`src/rtl/hole_number_sequencer_if.sv`:
```
// Signal bundle between the pocket-event source / video pipeline and the hole number sequencer.
// Events are fire-and-forget pulses with no ready: pocketValid qualifies pocketHole for exactly one cycle.
interface hole_number_sequencer_if;
   logic       startOfFrame;
   logic       pocketValid;
   logic [2:0] pocketHole;
   logic       clearQueue;
   logic [2:0] holeNumber;
   logic       busy;
   logic       overflow;
   logic [1:0] fsm_state;

   modport master (
      output startOfFrame, pocketValid, pocketHole, clearQueue,
      input  holeNumber, busy, overflow, fsm_state
   );

   modport slave (
      input  startOfFrame, pocketValid, pocketHole, clearQueue,
      output holeNumber, busy, overflow, fsm_state
   );
endinterface

```
`src/rtl/hole_number_sequencer.sv`:
```
// Queues pocketed-hole events and announces each one as a blinking hole number,
// shown for a fixed number of frames and followed by a blank gap.
module hole_number_sequencer #(
   parameter int DISPLAY_FRAMES = 60,
   parameter int BLINK_HALF     = 8,
   parameter int GAP_FRAMES     = 10,
   parameter int FIFO_DEPTH     = 4
) (
   input logic                    clk,
   input logic                    resetN,
   hole_number_sequencer_if.slave hole_number
);

   localparam int AW = $clog2(FIFO_DEPTH);

   localparam logic [1:0] IDLE = 2'd0;
   localparam logic [1:0] SHOW = 2'd1;
   localparam logic [1:0] GAP  = 2'd2;

   localparam logic [7:0] SHOW_LAST  = 8'(DISPLAY_FRAMES - 1);
   localparam logic [7:0] BLINK_LAST = 8'(BLINK_HALF - 1);
   localparam logic [7:0] GAP_LAST   = 8'(GAP_FRAMES - 1);
   localparam logic [AW:0] FULL_CNT  = (AW + 1)'(FIFO_DEPTH);

   logic [2:0]    mem [FIFO_DEPTH];
   logic [AW-1:0] wr_ptr;
   logic [AW-1:0] rd_ptr;
   logic [AW:0]   count;
   logic          ovf_q;

   logic [1:0] state;
   logic [7:0] frame_cnt;
   logic [7:0] blink_cnt;
   logic       phase_on;
   logic [2:0] cur_hole;
   logic [2:0] hole_q;

   logic sof;
   logic clr;
   logic valid_hole;
   logic full;
   logic empty;
   logic gap_done;
   logic pop;
   logic push;

   always_comb begin
      sof        = hole_number.startOfFrame;
      clr        = hole_number.clearQueue;
      valid_hole = hole_number.pocketValid &&
                   (hole_number.pocketHole != 3'd0) && (hole_number.pocketHole != 3'd7);
      full       = (count == FULL_CNT);
      empty      = (count == '0);
      // A zero-length gap ends on the first cycle spent in GAP, without waiting for a frame.
      gap_done   = (GAP_FRAMES == 0) || (sof && (frame_cnt == GAP_LAST));
      pop        = !clr && !empty && ((state == IDLE) || ((state == GAP) && gap_done));
      // A full queue still accepts a push when the head leaves in the same cycle.
      push       = !clr && valid_hole && (!full || pop);
   end

   always_ff @(posedge clk) begin
      if (push) begin
         mem[wr_ptr] <= hole_number.pocketHole;
      end
   end

   always_ff @(posedge clk or negedge resetN) begin
      if (!resetN) begin
         wr_ptr <= '0;
         rd_ptr <= '0;
         count  <= '0;
         ovf_q  <= 1'b0;
      end else if (clr) begin
         wr_ptr <= '0;
         rd_ptr <= '0;
         count  <= '0;
         ovf_q  <= 1'b0;
      end else begin
         if (push) begin
            wr_ptr <= wr_ptr + AW'(1);
         end
         if (pop) begin
            rd_ptr <= rd_ptr + AW'(1);
         end
         case ({push, pop})
            2'b10:   count <= count + (AW + 1)'(1);
            2'b01:   count <= count - (AW + 1)'(1);
            default: count <= count;
         endcase
         if (valid_hole && full && !pop) begin
            ovf_q <= 1'b1;
         end
      end
   end

   always_ff @(posedge clk or negedge resetN) begin
      if (!resetN) begin
         state     <= IDLE;
         frame_cnt <= '0;
         blink_cnt <= '0;
         phase_on  <= 1'b0;
         cur_hole  <= '0;
         hole_q    <= '0;
      end else if (clr) begin
         state     <= IDLE;
         frame_cnt <= '0;
         blink_cnt <= '0;
         phase_on  <= 1'b0;
         cur_hole  <= '0;
         hole_q    <= '0;
      end else begin
         // Output follows the state/phase registers one cycle later.
         hole_q <= ((state == SHOW) && phase_on) ? cur_hole : 3'd0;
         case (state)
            IDLE: begin
               if (pop) begin
                  cur_hole  <= mem[rd_ptr];
                  frame_cnt <= '0;
                  blink_cnt <= '0;
                  phase_on  <= 1'b1;
                  state     <= SHOW;
               end
            end
            SHOW: begin
               if (sof) begin
                  if (frame_cnt == SHOW_LAST) begin
                     frame_cnt <= '0;
                     state     <= GAP;
                  end else begin
                     frame_cnt <= frame_cnt + 8'd1;
                  end
                  if (blink_cnt == BLINK_LAST) begin
                     blink_cnt <= '0;
                     phase_on  <= !phase_on;
                  end else begin
                     blink_cnt <= blink_cnt + 8'd1;
                  end
               end
            end
            GAP: begin
               if (gap_done) begin
                  frame_cnt <= '0;
                  if (pop) begin
                     cur_hole  <= mem[rd_ptr];
                     blink_cnt <= '0;
                     phase_on  <= 1'b1;
                     state     <= SHOW;
                  end else begin
                     state <= IDLE;
                  end
               end else if (sof) begin
                  frame_cnt <= frame_cnt + 8'd1;
               end
            end
            default: state <= IDLE;
         endcase
      end
   end

   always_comb begin
      hole_number.holeNumber = hole_q;
      hole_number.busy       = (state != IDLE) || !empty;
      hole_number.overflow   = ovf_q;
      hole_number.fsm_state  = state;
   end

endmodule

```
`src/flat_wrapper.sv`:
```
// flat-port wrapper written by rule: the top's interface ports become plain ports
module hole_number_sequencer_flat 
#(
   parameter int DISPLAY_FRAMES = 60,
   parameter int BLINK_HALF     = 8,
   parameter int GAP_FRAMES     = 10,
   parameter int FIFO_DEPTH     = 4
)
  (clk, resetN, hole_number_startOfFrame, hole_number_pocketValid, hole_number_pocketHole, hole_number_clearQueue, hole_number_holeNumber, hole_number_busy, hole_number_overflow, hole_number_fsm_state);
  hole_number_sequencer_if hole_number_i ();
  input logic clk;
  input logic resetN;
  input wire logic [$bits(hole_number_i.startOfFrame)-1:0] hole_number_startOfFrame;
  input wire logic [$bits(hole_number_i.pocketValid)-1:0] hole_number_pocketValid;
  input wire logic [$bits(hole_number_i.pocketHole)-1:0] hole_number_pocketHole;
  input wire logic [$bits(hole_number_i.clearQueue)-1:0] hole_number_clearQueue;
  output wire logic [$bits(hole_number_i.holeNumber)-1:0] hole_number_holeNumber;
  output wire logic [$bits(hole_number_i.busy)-1:0] hole_number_busy;
  output wire logic [$bits(hole_number_i.overflow)-1:0] hole_number_overflow;
  output wire logic [$bits(hole_number_i.fsm_state)-1:0] hole_number_fsm_state;
  assign hole_number_i.startOfFrame = hole_number_startOfFrame;
  assign hole_number_i.pocketValid = hole_number_pocketValid;
  assign hole_number_i.pocketHole = hole_number_pocketHole;
  assign hole_number_i.clearQueue = hole_number_clearQueue;
  assign hole_number_holeNumber = hole_number_i.holeNumber;
  assign hole_number_busy = hole_number_i.busy;
  assign hole_number_overflow = hole_number_i.overflow;
  assign hole_number_fsm_state = hole_number_i.fsm_state;
  hole_number_sequencer #(.DISPLAY_FRAMES(DISPLAY_FRAMES), .BLINK_HALF(BLINK_HALF), .GAP_FRAMES(GAP_FRAMES), .FIFO_DEPTH(FIFO_DEPTH)) u_core (.clk(clk), .resetN(resetN), .hole_number(hole_number_i));
endmodule
```
`config.mk`:
```
export PLATFORM = sky130hd
export DESIGN_NAME = hole_number_sequencer_flat
export DESIGN_NICKNAME = d
export VERILOG_FILES = /design/src/rtl/hole_number_sequencer_if.sv /design/src/rtl/hole_number_sequencer.sv /design/src/flat_wrapper.sv
export SDC_FILE = /design/constraint.sdc
export NUM_CORES = 1
export LEC_CHECK = 0
export BUFFER_PORTS_ARGS = -buffer_cell sky130_fd_sc_hd__buf_2
export CORE_MARGIN = 10
export CORE_UTILIZATION = 54
export CTS_BUF_LIST = sky130_fd_sc_hd__clkbuf_4 sky130_fd_sc_hd__clkbuf_8 sky130_fd_sc_hd__clkbuf_16
export CTS_CLUSTER_SIZE = 16
export DETAILED_ROUTE_END_ITERATION = 10
export GPL_TIMING_DRIVEN = 0
export PLACE_DENSITY_LB_ADDON = 0.05
export SLEW_MARGIN = 10
export SYNTH_ARGS = -nofsm -noshare
export SYNTH_HDL_FRONTEND = slang
export SYNTH_SLANG_ARGS = --single-unit
```
`constraint.sdc`:
```
create_clock -name clk -period 2.05 [get_ports clk]
set_input_delay 0.3075 -clock clk [delete_from_list [all_inputs] [get_ports clk]]
set_output_delay 0.3075 -clock clk [all_outputs]
set_load 0.05 [all_outputs]
```
* Word level (Yosys, flattened, before mapping)
Memories as Yosys holds them, arrays and structs flattened.
Cells that the tools add are included.
** Storage, ports and cells
- Memory bits (writable) :: 12
- Register bits :: 33
- Memories kept :: 1
- Input bits :: 8
- Word-level logic and storage cells :: 108
** Memories
- u_core.mem :: depth 4, bits a word 3, rd ports 1, clocked after memory_dff 0, write ports 1, line hole_number_sequencer.sv:25 : logic [2:0] mem [FIFO_DEPTH];
** Operators by class
- Add/subtract/negate cells :: 6
- Equality and inequality tests :: 15
- Mux-type cells :: 42
- Reduce and logical (&&, ||, !) cells :: 34
** Operators by type and width (count)
- 2-to-1 mux 8 bit :: 11
- one-hot mux 8 bit (3 select lines) :: 2
- 2-to-1 mux 2 bit :: 9
- 2-to-1 mux 3 bit :: 6
- adder 8 x 1 -> 8 bit, second input constant :: 2
- != test 3 bit, second input constant :: 4
- one-hot mux 3 bit (2 select lines) :: 2
- AND reduction 4 bit :: 3
- logical AND 1 bit :: 11
- 2-to-1 mux 1 bit :: 10
- nonzero test 3 bit :: 3
- == test 8 x 3 -> 1 bit, second input constant :: 1
- == test 8 x 4 -> 1 bit, second input constant :: 1
- == test 8 x 6 -> 1 bit, second input constant :: 1
- nonzero test 2 bit :: 4
- != test 3 x 2 -> 1 bit, second input constant :: 2
- one-hot mux 2 bit (3 select lines) :: 1
- logical NOT 1 bit :: 5
- adder 2 x 1 -> 2 bit, second input constant :: 2
- == test 2 x 1 -> 1 bit, second input constant :: 2
- == test 2 bit, second input constant :: 2
- != test 4 x 3 -> 1 bit, second input constant :: 1
- nonzero test 4 bit :: 1
- adder 3 x 1 -> 3 bit, second input constant :: 1
- other kinds (8) :: 10

* Depth between registers and ports, before layout
Gate-level depths: netlist of the first run.
- Depth in word-level cells :: 10
- Gate-level depth with buffers :: 9
- Mapped depth without buffers :: 9

* Worst setup path before layout of the first run
OpenSTA, ideal clock, no wires.
- Path kind :: reg2reg
- Start :: register u_core.state[0] (netlist: u_core.hole_number.fsm_state[0])
- End :: register u_core.frame_cnt[7]
- Cell stages (with the launch flop) :: 8
- Arrival :: 2474 ps
- Slack :: -543 ps
- Required time :: 1931 ps
- Setup time :: 119 ps
- Buffers on the path :: 0
- Path through :: dfrtp_1 > inv_1 > ha_1 > or4b_1 > a31oi_2 > nor3_1 > xnor2_1 > nor2_1
** On the way
- Cells in the longest elaborated chain, start to end :: 6
- Elaborated cells between the ends (all ways) :: 13
- Those cells by class :: 5 x eq/ne; 2 x mux; 6 x reduce/logical
** RTL lines
- start: declaration :: line hole_number_sequencer.sv:31 : logic [1:0] state;
- start signal: assignment :: line hole_number_sequencer.sv:98 : state <= IDLE;
- start signal: assignment :: line hole_number_sequencer.sv:105 : state <= IDLE;
- start signal: assignment :: line hole_number_sequencer.sv:121 : state <= SHOW;
- == test 2 bit :: line hole_number_sequencer.sv:56, hole_number_sequencer.sv:114
- logical AND 1 bit :: line hole_number_sequencer.sv:56 : pop = !clr && !empty && ((state == IDLE) || ((state == GAP) && gap_done));
- logical OR 1 bit :: line hole_number_sequencer.sv:56
- logical AND 1 bit :: line hole_number_sequencer.sv:56
- != test 3 x 2 -> 1 bit (no line)
- AND reduction 4 bit (no line)
- end signal: assignment :: line hole_number_sequencer.sv:130 : frame_cnt <= frame_cnt + 8'd1;
- end signal: assignment :: line hole_number_sequencer.sv:152 : frame_cnt <= frame_cnt + 8'd1;
- end: declaration :: line hole_number_sequencer.sv:32 : logic [7:0] frame_cnt;
Parallel ways exist; a longest one is shown, timed or not.
A chain may end at the register's enable or synchronous reset.

* Final worst setup path of the first run
- Start :: register u_core.state[0] (netlist: u_core.hole_number.fsm_state[0])
- End :: output port hole_number_busy
** On the way
- Cells in the longest elaborated chain, start to end :: 2
** RTL lines
- nonzero test 2 bit :: line hole_number_sequencer.sv:162 : hole_number.busy = (state != IDLE) || !empty;
- logical OR 1 bit :: line hole_number_sequencer.sv:162
- end: declaration :: line flat_wrapper.sv:18 : output wire logic [$bits(hole_number_i.busy)-1:0] hole_number_busy;
Every way passes these cells.

==> results.py, run 1 <==
metrics = {
    "floorplanning": {
        "core_mm2": 0.00441,
        "die_area_mm2": 0.00772,
        "die_h_um": 87.9,
        "fp.dieW_um": 87.9,
        "std_cell_rows": 24,
        "ios": 15,
        "start_util_pct": 56.3,
    },
    "power": {
        "p_seq_share_pct": 33.6,
        "pwr-share-comb_pct": 49.7,
        "ir_drop_mv": 0.695,
        "leakage_nw": 1.30,
        "power_density_mw_per_mm2": 1100,
        "cellInternalPower_mw": 2.07,
        "power_switching_mw": 1.32,
        "swShare_pct": 38.9,
        "clockPowerShare_pct": 16.6,
    },
    "timing": {
        "finalMaxSlewViolations": 0,
        "worst_pin_slew_ns": 0.731,
        "hold_ws_ns": 0.0569,
        "finalHoldViolCount": 0,
        "fmax_mhz": 474,
        "finalWorstSetupSlack_ns": -0.0598,
        "rsz0062_at_grt": "true",
        "maxSlewHeadroom_pct": 51.3,
        "finalSetupViolCount": 3,
        "fin_crit_sh_pct": 103,
        "finalClockSkew_ns": 0.00775,
        "setup_tns_ns": -0.153,
        "period_needed_ns": 2.11,
    },
    "route": {
        "dr_total_vias": 1829,
        "firstDrtPassIters": 4,
        "drt-total-wl_um": 5130,
        "drt-initial-drc-count": 55,
        "vias_per_cell": 5.98,
        "wl_per_cell_um": 16.8,
        "drc": 0,
        "antenna_left": 0,
    },
    "yosys": {
        "synthAdderAreaFrac_pct": 6.84,
        "synthMuxAreaShare_pct": 6.89,
        "synth_simple_gate_area_share_pct": 19.8,
        "synthFlopType": "dfrtp_1",
        "synth_nets": 236,
        "synth_cell_type_count": 61,
        "synth_area_mm2": 0.00249,
        "synth_compound_area_share_pct": 13.8,
        "seq_area_frac_synth_pct": 47.7,
        "synth-async-reset-ratio_pct": 73.3,
        "synth-edff-count": 12,
        "yosysTopAreaCell": "dfrtp_1",
        "avgSynthCellArea_um2": 11.6,
        "synthXorXnorAreaFrac_pct": 2.46,
        "synth_cells": 215,
        "yosys-top-cells-area": "dfrtp_1 (33%), edfxtp_1 (14%), ha_1 (6.0%), nor2_1 (3.6%), mux2i_1 (2.8%)",
        "synth_top_area_share_pct": 33.2,
        "ys_ff_latch": 45,
        "yosys_warnings": 0,
        "synth_top_family_by_area": "simple AND/OR/NAND/NOR gates",
    },
    "clocking": {
        "cts_tree": "built",
        "clockBufferDepth": 2,
        "clock_latency_ns": 0.29,
        "cts_hold_buf": 0,
        "clock-sinks": 45,
        "clk_pin_slew_ns": 0.09,
        "cts_max_level": 2,
        "cts_made_buffers": 5,
        "root_buffer": "clkbuf_8",
    },
    "critical_path": {
        "path_cells": "inv_4 -> ha_4 -> or4b_4 -> buf_8",
        "slowest_stage": "dfrtp_4",
        "cp-end-kind": "primary output",
        "path_class": "register to primary output",
        "rrSetupSlack_ns": -0.05,
        "max_stage_delay_ns": 0.53,
        "critPathArrivalTime_ns": 1.80,
        "r2r.worst_path.cells": 7,
        "startpoint_type": "register",
        "r2r_end": "u_core.frame_cnt[0]",
        "cp.required_ns": 1.74,
        "worst-path-max-fanout": 5,
        "r2r_start": "u_core.hole_number.fsm_state[0]",
    },
    "cells_and_area": {
        "drive_gt1_share_pct": 33.5,
        "nNetsFinal": 274,
        "final_cell_mix": "dfrtp_1 (29), nor2_1 (21), buf_4 (16)",
        "antenna-diode-count": 0,
        "final_common_cell": "dfrtp_1",
        "fill_cells": 322,
        "fin_area_mm2": 0.00306,
        "area_growth_pct": 23.1,
    },
    "grt": {
        "grt.total_usage_pct": 13.4,
        "gr-total-overflow": 0,
        "grt_max_degree": 34,
        "antenna_found_initial": 0,
        "grt_pass1_vias": 1810,
        "grt_pass1_wl_um": 8400,
    },
    "placed_design": {
        "place_area_mm2": 0.00269,
        "gp_congestion": 0.828,
        "dp_hpwl_um": 3570,
        "portBuffers": 13,
    },
    "hold_path": {
        "worstHoldPathType": "input port to asynchronous set/reset pin",
    },
    "outcome": {
        "failed_checks": "setup timing",
        "status": "complete, but fails checks",
    },
    "job": {
        "cap_violations": 0,
    },
}
## stage by stage
step,util [%],power (mW),worst slack (ns),instances
floorplan,-,2.15,-0.0808,215
global placement,61.0,2.36,-0.179,280
detailed placement,61.0,2.41,-0.225,280
CTS,67.0,3.23,-0.0531,301
global route,69.4,3.56,-0.115,306
finish,69.4,3.38,-0.0598,306
## worst max-delay path by stage
stage | start | endpoint | slack [ns] | cells past startpoint
after floorplan | u_core.hole_number.fsm_state[0] | u_core.frame_cnt[2] | -0.08 | 7
after global placement | hole_number_pocketHole[1] | u_core.count[2] | -0.18 | 8
after detailed placement | hole_number_pocketHole[1] | u_core.count[2] | -0.23 | 8
after CTS | u_core.frame_cnt[1] | u_core.count[2] | -0.05 | 9
after global routing | u_core.frame_cnt[1] | u_core.count[0] | -0.12 | 8
final | u_core.hole_number.fsm_state[0] | hole_number_busy | -0.06 | 4
## Yosys cell counts (3+ instances only)
| cell type | number |
|---|---|
| xor2_1 | 3 |
| mux2i_1 | 7 |
| and2_1 | 5 |
| edfxtp_1 | 12 |
| and3_1 | 8 |
| nor3_1 | 7 |
| dfrtp_1 | 33 |
| nand2_1 | 8 |
| or3_1 | 3 |
| nand3_1 | 9 |
| mux4_2 | 3 |
| xnor2_1 | 4 |
| nor2_1 | 24 |
| ha_1 | 12 |
| a221o_1 | 5 |
| mux2_2 | 3 |
| o21ai_0 | 3 |
| inv_1 | 10 |
## state kept, by name, indices dropped and copies added, names as in the netlist
name / cells
u_core.blink_cnt: 8
u_core.rd_ptr: 2
u_core.cur_hole: 3
u_core.mem: 12
u_core.hole_number.overflow: 1
u_core.hole_number.fsm_state: 2
u_core.hole_number.holeNumber: 3
u_core.phase_on: 1
u_core.frame_cnt: 8
u_core.count: 3
u_core.wr_ptr: 2
## routing by layer
layer  vias up  global-route usage [%]  share of wire (%)
met5         -                       0                  0
met4         0                    4.06                1.5
met3         6                    3.16                2.6
met2        18                    22.6                 51
met1       932                    16.5                 45
li1        873                       -                  -
## worst max-delay path, delay by kind of cell, from the launching register on
| kind | cells | cell delay [ns] |
|---|---|---|
| adder cells (fa/ha/maj) | 1 | 0.17 |
| buffers and inverters | 2 | 0.28 |
| flip-flops | 1 | 0.53 |
| AND/OR/NAND/NOR | 1 | 0.53 |
## power groups by stage
| stage | Clock [mW] | Combinational [mW] | Sequential, mW |
|---|---|---|---|
| floorplan | 0 | 0.967 | 1.18 |
| global placement | 0 | 1.22 | 1.14 |
| detailed placement | 0 | 1.26 | 1.15 |
| CTS | 0.576 | 1.52 | 1.13 |
| global route | 0.606 | 1.80 | 1.15 |
| finish | 0.563 | 1.68 | 1.14 |
## final cells by class
| class | instances | area [µm²] | share of cell area, % |
|---|---|---|---|
| plain buffers | 5 | 20.0 | 0.654 |
| clock buffers | 6 | 76.3 | 2.49 |
| clock inverters | 2 | 16.3 | 0.531 |
| inverters | 10 | 40.0 | 1.31 |
| multi-input cells | 154 | 1410 | 45.9 |
| flip-flops and latches | 45 | 1190 | 39.0 |
| well taps | 52 | 65.1 | 2.12 |
| repair buffers | 32 | 246 | 8.05 |
## cell families after synthesis
group / after synthesis
AND/OR/NAND/NOR: 85
flip-flops: 45
AO/OA/AOI/OAI: 36
buffers and inverters: 16
multiplexers: 13
adder cells (fa/ha/maj): 13
XOR/XNOR: 7
## what timing repair did
action | 4_1_cts | 5_1_grt
pin swaps | 5 | 17
setup buffers | 13 | 6
resized for setup | 11 | 13
endpoints found under the setup margin | 31 | 33
(Power assumes the default switching activity.)
==> run 2: changes to the inputs <==
Settings changed: SETUP_SLACK_MARGIN set to 0.2.
==> results.py, run 2 (synthesis gave the netlist of run 1 again) <==
metrics = {
    "placed_design": {
        "dp_slack_ns": -0.244,
        "place_area_mm2": 0.00270,
        "dp_hpwl_um": 3620,
        "gp_congestion": 0.825,
        "placedCellCount": 280,
        "portBuffers": 13,
    },
    "outcome": {
        "status": "complete, but fails checks",
        "failed_checks": "setup timing",
    },
    "route": {
        "drc": 0,
        "vias_per_cell": 6.11,
        "drt-total-wl_um": 6390,
        "drt-initial-drc-count": 87,
        "wl_per_cell_um": 19.8,
        "antenna_left": 0,
        "firstDrtPassIters": 4,
        "dr_total_vias": 1968,
    },
    "critical_path": {
        "worst-path-max-fanout": 5,
        "cp_top_family": "compound AO/OA/AOI/OAI gates",
        "startpoint_type": "register",
        "rrSetupSlack_ns": -0.1,
        "r2r_start": "u_core.frame_cnt[1]",
        "critPathArrivalTime_ns": 2.37,
        "max_stage_delay_ns": 0.41,
        "crit_path_frequent_cell": "inv_1",
        "cp.required_ns": 2.27,
        "path_class": "register to register",
        "slowest_stage": "dfrtp_1",
        "path_cells": "inv_1 -> ha_2 -> and4bb_4 -> a31oi_4 -> nor4_4 -> fa_2 -> inv_1 -> o32a_1 -> o32ai_2",
        "r2r.worst_path.cells": 9,
        "path_buf_inv": 2,
        "crit_path_start": "u_core.frame_cnt[1]",
        "cp-end-kind": "register",
        "r2r_end": "u_core.count[2]",
    },
    "timing": {
        "finalHoldViolCount": 0,
        "fmax_mhz": 465,
        "maxSlewHeadroom_pct": 49.0,
        "finalSetupViolCount": 19,
        "hold_ws_ns": 0.0554,
        "setup_tns_ns": -0.512,
        "finalMaxSlewViolations": 0,
        "rsz0062_at_grt": "true",
        "finalWorstSetupSlack_ns": -0.0995,
        "worst_pin_slew_ns": 0.764,
        "period_needed_ns": 2.15,
        "fin_crit_sh_pct": 105,
        "finalClockSkew_ns": 0.00864,
    },
    "cells_and_area": {
        "area_growth_pct": 33.7,
        "fin_area_mm2": 0.00332,
        "final_common_cell": "dfrtp_1",
        "largest_reg_flops": 12,
        "nNetsFinal": 290,
        "stdcell_count": 322,
        "drive_gt1_share_pct": 44.4,
        "post-route-util_pct": 75.3,
        "antenna-diode-count": 0,
        "top_register": "u_core.mem",
        "final_cell_mix": "dfrtp_1 (28), buf_4 (22), nor2_1 (18)",
        "reg.largest.list": "u_core.mem x12, u_core.blink_cnt x8, u_core.frame_cnt x8",
    },
    "grt": {
        "gr-total-overflow": 0,
        "grtUsageMet1_pct": 18.1,
        "antenna_found_initial": 0,
        "grt_util_met3_pct": 3.71,
        "grt.total_usage_pct": 15.4,
        "grt_max_degree": 34,
        "grt_pass1_vias": 1986,
        "grtUsageMet2_pct": 26.2,
        "grt_pass1_wl_um": 9400,
        "busiest_layer": "met2",
    },
    "power": {
        "leakage_nw": 1.41,
        "power_density_mw_per_mm2": 1160,
        "finalPower_mw": 3.84,
        "ir_drop_mv": 0.702,
    },
    "floorplanning": {
        "ios": 15,
        "die_area_mm2": 0.00772,
        "start_util_pct": 56.3,
        "std_cell_rows": 24,
        "fp.dieW_um": 87.9,
        "die_h_um": 87.9,
        "core_mm2": 0.00441,
    },
    "clocking": {
        "cts_max_level": 2,
        "cts_hold_buf": 0,
        "cts_tree": "built",
        "cts_made_buffers": 5,
        "clk_pin_slew_ns": 0.09,
        "root_buffer": "clkbuf_8",
        "clock-sinks": 45,
        "clock_latency_ns": 0.31,
        "clockBufferDepth": 2,
    },
    "job": {
        "cap_violations": 0,
    },
    "hold_path": {
        "worstHoldPathType": "input port to asynchronous set/reset pin",
    },
}
-- run 2: cell types whose count changed in the layout (fill, tap and decap cells not counted), sizes merged --
| cell | before | now |
|---|---|---|
| bufinv | 0 | 1 |
| clkbuf | 8 | 7 |
| inv | 10 | 12 |
| clkinvlp | 1 | 0 |
| buf | 35 | 51 |
| clkinv | 1 | 0 |
-- run 2: report_power, final --
group	internal (mW)	total, mW	switching (mW)
clock	0.372	0.705	0.333
sequential	1.02	1.13	0.111
combinational	0.958	2.01	1.05
total	2.35	3.84	1.49
-- run 2: worst max-delay path by stage --
| stage | slack (ns) | endpoint | cells after the start |
|---|---|---|---|
| floorplan | -0.08 | u_core.frame_cnt[2] | 7 |
| global placement | -0.17 | u_core.count[2] | 8 |
| detailed placement | -0.24 | u_core.count[2] | 8 |
| CTS | -0.05 | u_core.cur_hole[2] | 6 |
| global route | -0.15 | u_core.count[2] | 9 |
| finish | -0.1 | u_core.count[2] | 9 |
-- run 2: what timing repair did --
| action | in CTS | in global routing |
|---|---|---|
| pin swaps | 17 | 18 |
| resized for setup | 43 | 21 |
| setup buffers | 23 | 11 |
| endpoints found under the setup margin | 39 | 41 |
-- run 2: cell type report --
type | instances | area [µm²]
tap | 52 | 65.1
buffer | 6 | 31.3
inverter | 10 | 40.0
clock buffer | 5 | 68.8
sequential | 45 | 1190
clock inverter | 3 | 47.5
fill | 279 | 1090
multi-input combinational | 154 | 1500
timing repair buffer | 47 | 375
-- run 2: metal layers --
metal	share of wire, %	wire [µm]
met3	3.6	231
met1	39	2500
met2	55	3480
met5	0	0
met4	2.7	174
-- run 2: worst register-to-register path, cell delays in order, from the launching register on --
cell	delay, ns
dfrtp_1	0.41
inv_1	0.09
ha_2	0.17
and4bb_4	0.30
a31oi_4	0.15
nor4_4	0.22
fa_2	0.27
inv_1	0.05
o32a_1	0.30
o32ai_2	0.09
==> run 3: changes to the inputs <==
Settings changed: GPL_TIMING_DRIVEN 0 to not set, SLEW_MARGIN 10 to 20.
Clock period 2.05 ns to 1.8 ns, I/O delays scaled along.
==> results.py, run 3 (synthesis gave the netlist of run 1 again) <==
metrics = {
    "power": {
        "p_seq_share_pct": 28.1,
        "power_switching_mw": 1.79,
        "leakage_nw": 1.61,
        "pwr-share-comb_pct": 57.4,
        "ir_drop_mv": 0.987,
        "clockPowerShare_pct": 14.5,
        "swShare_pct": 39.2,
        "power_density_mw_per_mm2": 1260,
        "cellInternalPower_mw": 2.78,
    },
    "cells_and_area": {
        "nNetsFinal": 326,
        "stdcell_count": 358,
        "post-route-util_pct": 82.1,
        "drive_gt1_share_pct": 51.0,
        "area_growth_pct": 45.6,
        "final_cell_mix": "buf_4 (57), dfrtp_1 (31), nor2_1 (21)",
        "antenna-diode-count": 0,
        "largest_reg_flops": 12,
        "top_register": "u_core.mem",
        "final_common_cell": "buf_4",
        "reg.largest.list": "u_core.mem x12, u_core.blink_cnt x8, u_core.frame_cnt x8",
    },
    "critical_path": {
        "r2r_end": "u_core.blink_cnt[6]",
        "cp-endpoint": "u_core.blink_cnt[6]",
        "cp-end-kind": "register",
        "r2r_start": "u_core.frame_cnt[7]",
        "worst-path-stages": 8,
        "cp.required_ns": 2.00,
        "worst-path-max-fanout": 6,
        "crit_path_start": "u_core.frame_cnt[7]",
        "path_class": "register to register",
        "slowest_stage": "dfrtp_1",
        "startpoint_type": "register",
        "r2r.worst_path.cells": 8,
        "path_buf_inv": 3,
        "rrSetupSlack_ns": -0.38,
        "max_stage_delay_ns": 0.42,
        "crit_path_frequent_cell": "buf_4",
        "cp_top_family": "compound AO/OA/AOI/OAI gates",
        "path_cells": "nor4b_4 -> buf_4 -> a21boi_0 -> buf_4 -> o21bai_4 -> o31ai_4 -> buf_6 -> a221o_1",
        "critPathArrivalTime_ns": 2.37,
    },
    "floorplanning": {
        "start_util_pct": 56.3,
        "die_area_mm2": 0.00772,
        "fp.dieW_um": 87.9,
        "core_mm2": 0.00441,
        "ios": 15,
        "std_cell_rows": 24,
        "die_h_um": 87.9,
    },
    "timing": {
        "finalWorstSetupSlack_ns": -0.376,
        "maxSlewHeadroom_pct": 70.4,
        "finalMaxSlewViolations": 0,
        "fin_crit_sh_pct": 121,
        "worst_pin_slew_ns": 0.442,
        "finalSetupViolCount": 41,
        "finalClockSkew_ns": 0.00680,
        "period_needed_ns": 2.18,
        "fmax_mhz": 460,
        "finalHoldViolCount": 0,
        "rsz0062_at_grt": "true",
    },
    "route": {
        "vias_per_cell": 5.87,
        "drt-initial-drc-count": 131,
        "firstDrtPassIters": 5,
        "drt-total-wl_um": 6670,
        "wl_per_cell_um": 18.6,
        "drc": 0,
        "dr_total_vias": 2101,
        "antenna_left": 0,
    },
    "clocking": {
        "clock_latency_ns": 0.31,
        "clk_pin_slew_ns": 0.09,
        "root_buffer": "clkbuf_8",
        "cts_tree": "built",
        "cts_made_buffers": 5,
        "clock-sinks": 45,
        "cts_max_level": 2,
        "clockBufferDepth": 2,
    },
    "placed_design": {
        "portBuffers": 14,
        "gp_congestion": 1.00,
        "placedCellCount": 325,
        "dp_hpwl_um": 4390,
    },
    "outcome": {
        "failed_checks": "setup timing",
        "status": "complete, but fails checks",
    },
    "job": {
        "cap_violations": 0,
    },
    "hold_path": {
        "worstHoldPathType": "input port to register",
    },
    "grt": {
        "grt_pass1_vias": 2190,
        "grt_pass1_wl_um": 10600,
        "gr-total-overflow": 0,
        "grt.total_usage_pct": 17.2,
        "antenna_found_initial": 0,
        "grt_max_degree": 22,
    },
}
==> run 3: cell count changes in the layout (fill, tap and decap cells not counted), moves of 2 or more <==
cell	delta
clkbuf_1	-2
clkinv_4	+2
dfrtp_1	+3
inv_6	-2
nor3_4	+2
buf_1	-2
buf_4	+35
buf_6	+4
nor2_1	+3
dfrtp_2	-3
ha_4	+2
nor2_4	-2
==> run 3: worst min path at each step <==
| stage | start | endpoint | slack (ns) | cells after the start |
|---|---|---|---|---|
| 5_1_grt | hole_number_clearQueue | u_core.wr_ptr[1] | 0.23 | 2 |
| 3_3_place_gp | resetN | u_core.frame_cnt[3] | 0.18 | 1 |
| 3_5_place_dp | resetN | u_core.frame_cnt[3] | 0.19 | 1 |
| 4_1_cts | hole_number_clearQueue | u_core.wr_ptr[1] | 0.22 | 2 |
| 6_report | hole_number_clearQueue | u_core.wr_ptr[1] | 0.22 | 2 |
| 2_1_floorplan | resetN | u_core.blink_cnt[0] | -0.03 | 0 |
==> run 3: cell type report <==
cell class | instances | area, µm²
Clock buffer | 5 | 68.8
Tap cell | 52 | 65.1
Clock inverter | 3 | 22.5
Fill cell | 252 | 792
Multi-Input combinational cell | 154 | 1510
Sequential cell | 45 | 1190
Inverter | 10 | 42.5
Timing Repair Buffer | 89 | 724
==> run 3: through the flow <==
step	power, mW	setup slack (ns)	hold WS (ns)	setup TNS, ns	area (µm²)
6_report	4.56	-0.376	0.217	-10.22	3620
5_1_grt	4.78	-0.453	0.229	-12.81	3620
4_1_cts	4.22	-0.328	0.216	-7.01	3450
2_1_floorplan	2.46	-0.331	-0.0256	-5.91	2580
3_5_place_dp	3.18	-0.369	0.187	-8.15	3070
3_3_place_gp	3.08	-0.288	0.183	-6.12	3070
==> run 3: power groups by stage <==
| stage | Combinational, mW | Clock [mW] | Sequential [mW] |
|---|---|---|---|
| after CTS | 2.30 | 0.658 | 1.27 |
| final | 2.62 | 0.660 | 1.28 |
| after detailed placement | 1.88 | 0 | 1.30 |
| after global placement | 1.80 | 0 | 1.28 |
| after floorplan | 1.11 | 0 | 1.34 |
| after global routing | 2.77 | 0.707 | 1.30 |
==> run 3: per-layer routing <==
layer	track usage, %	vias to the layer above	part of all wire, %
met5	0	-	0
met4	5.65	0	1.9
met3	2.97	15	3.7
met2	30.4	54	52
met1	20.5	1056	42
li1	-	976	-
==> run 3: what timing repair did <==
item	CTS	global route
buffers inserted	17	7
hold buffers	1	0
endpoints found under the hold margin	12	0
pin swaps	27	16
gates resized for setup	36	27
endpoints found under the setup margin	43	44
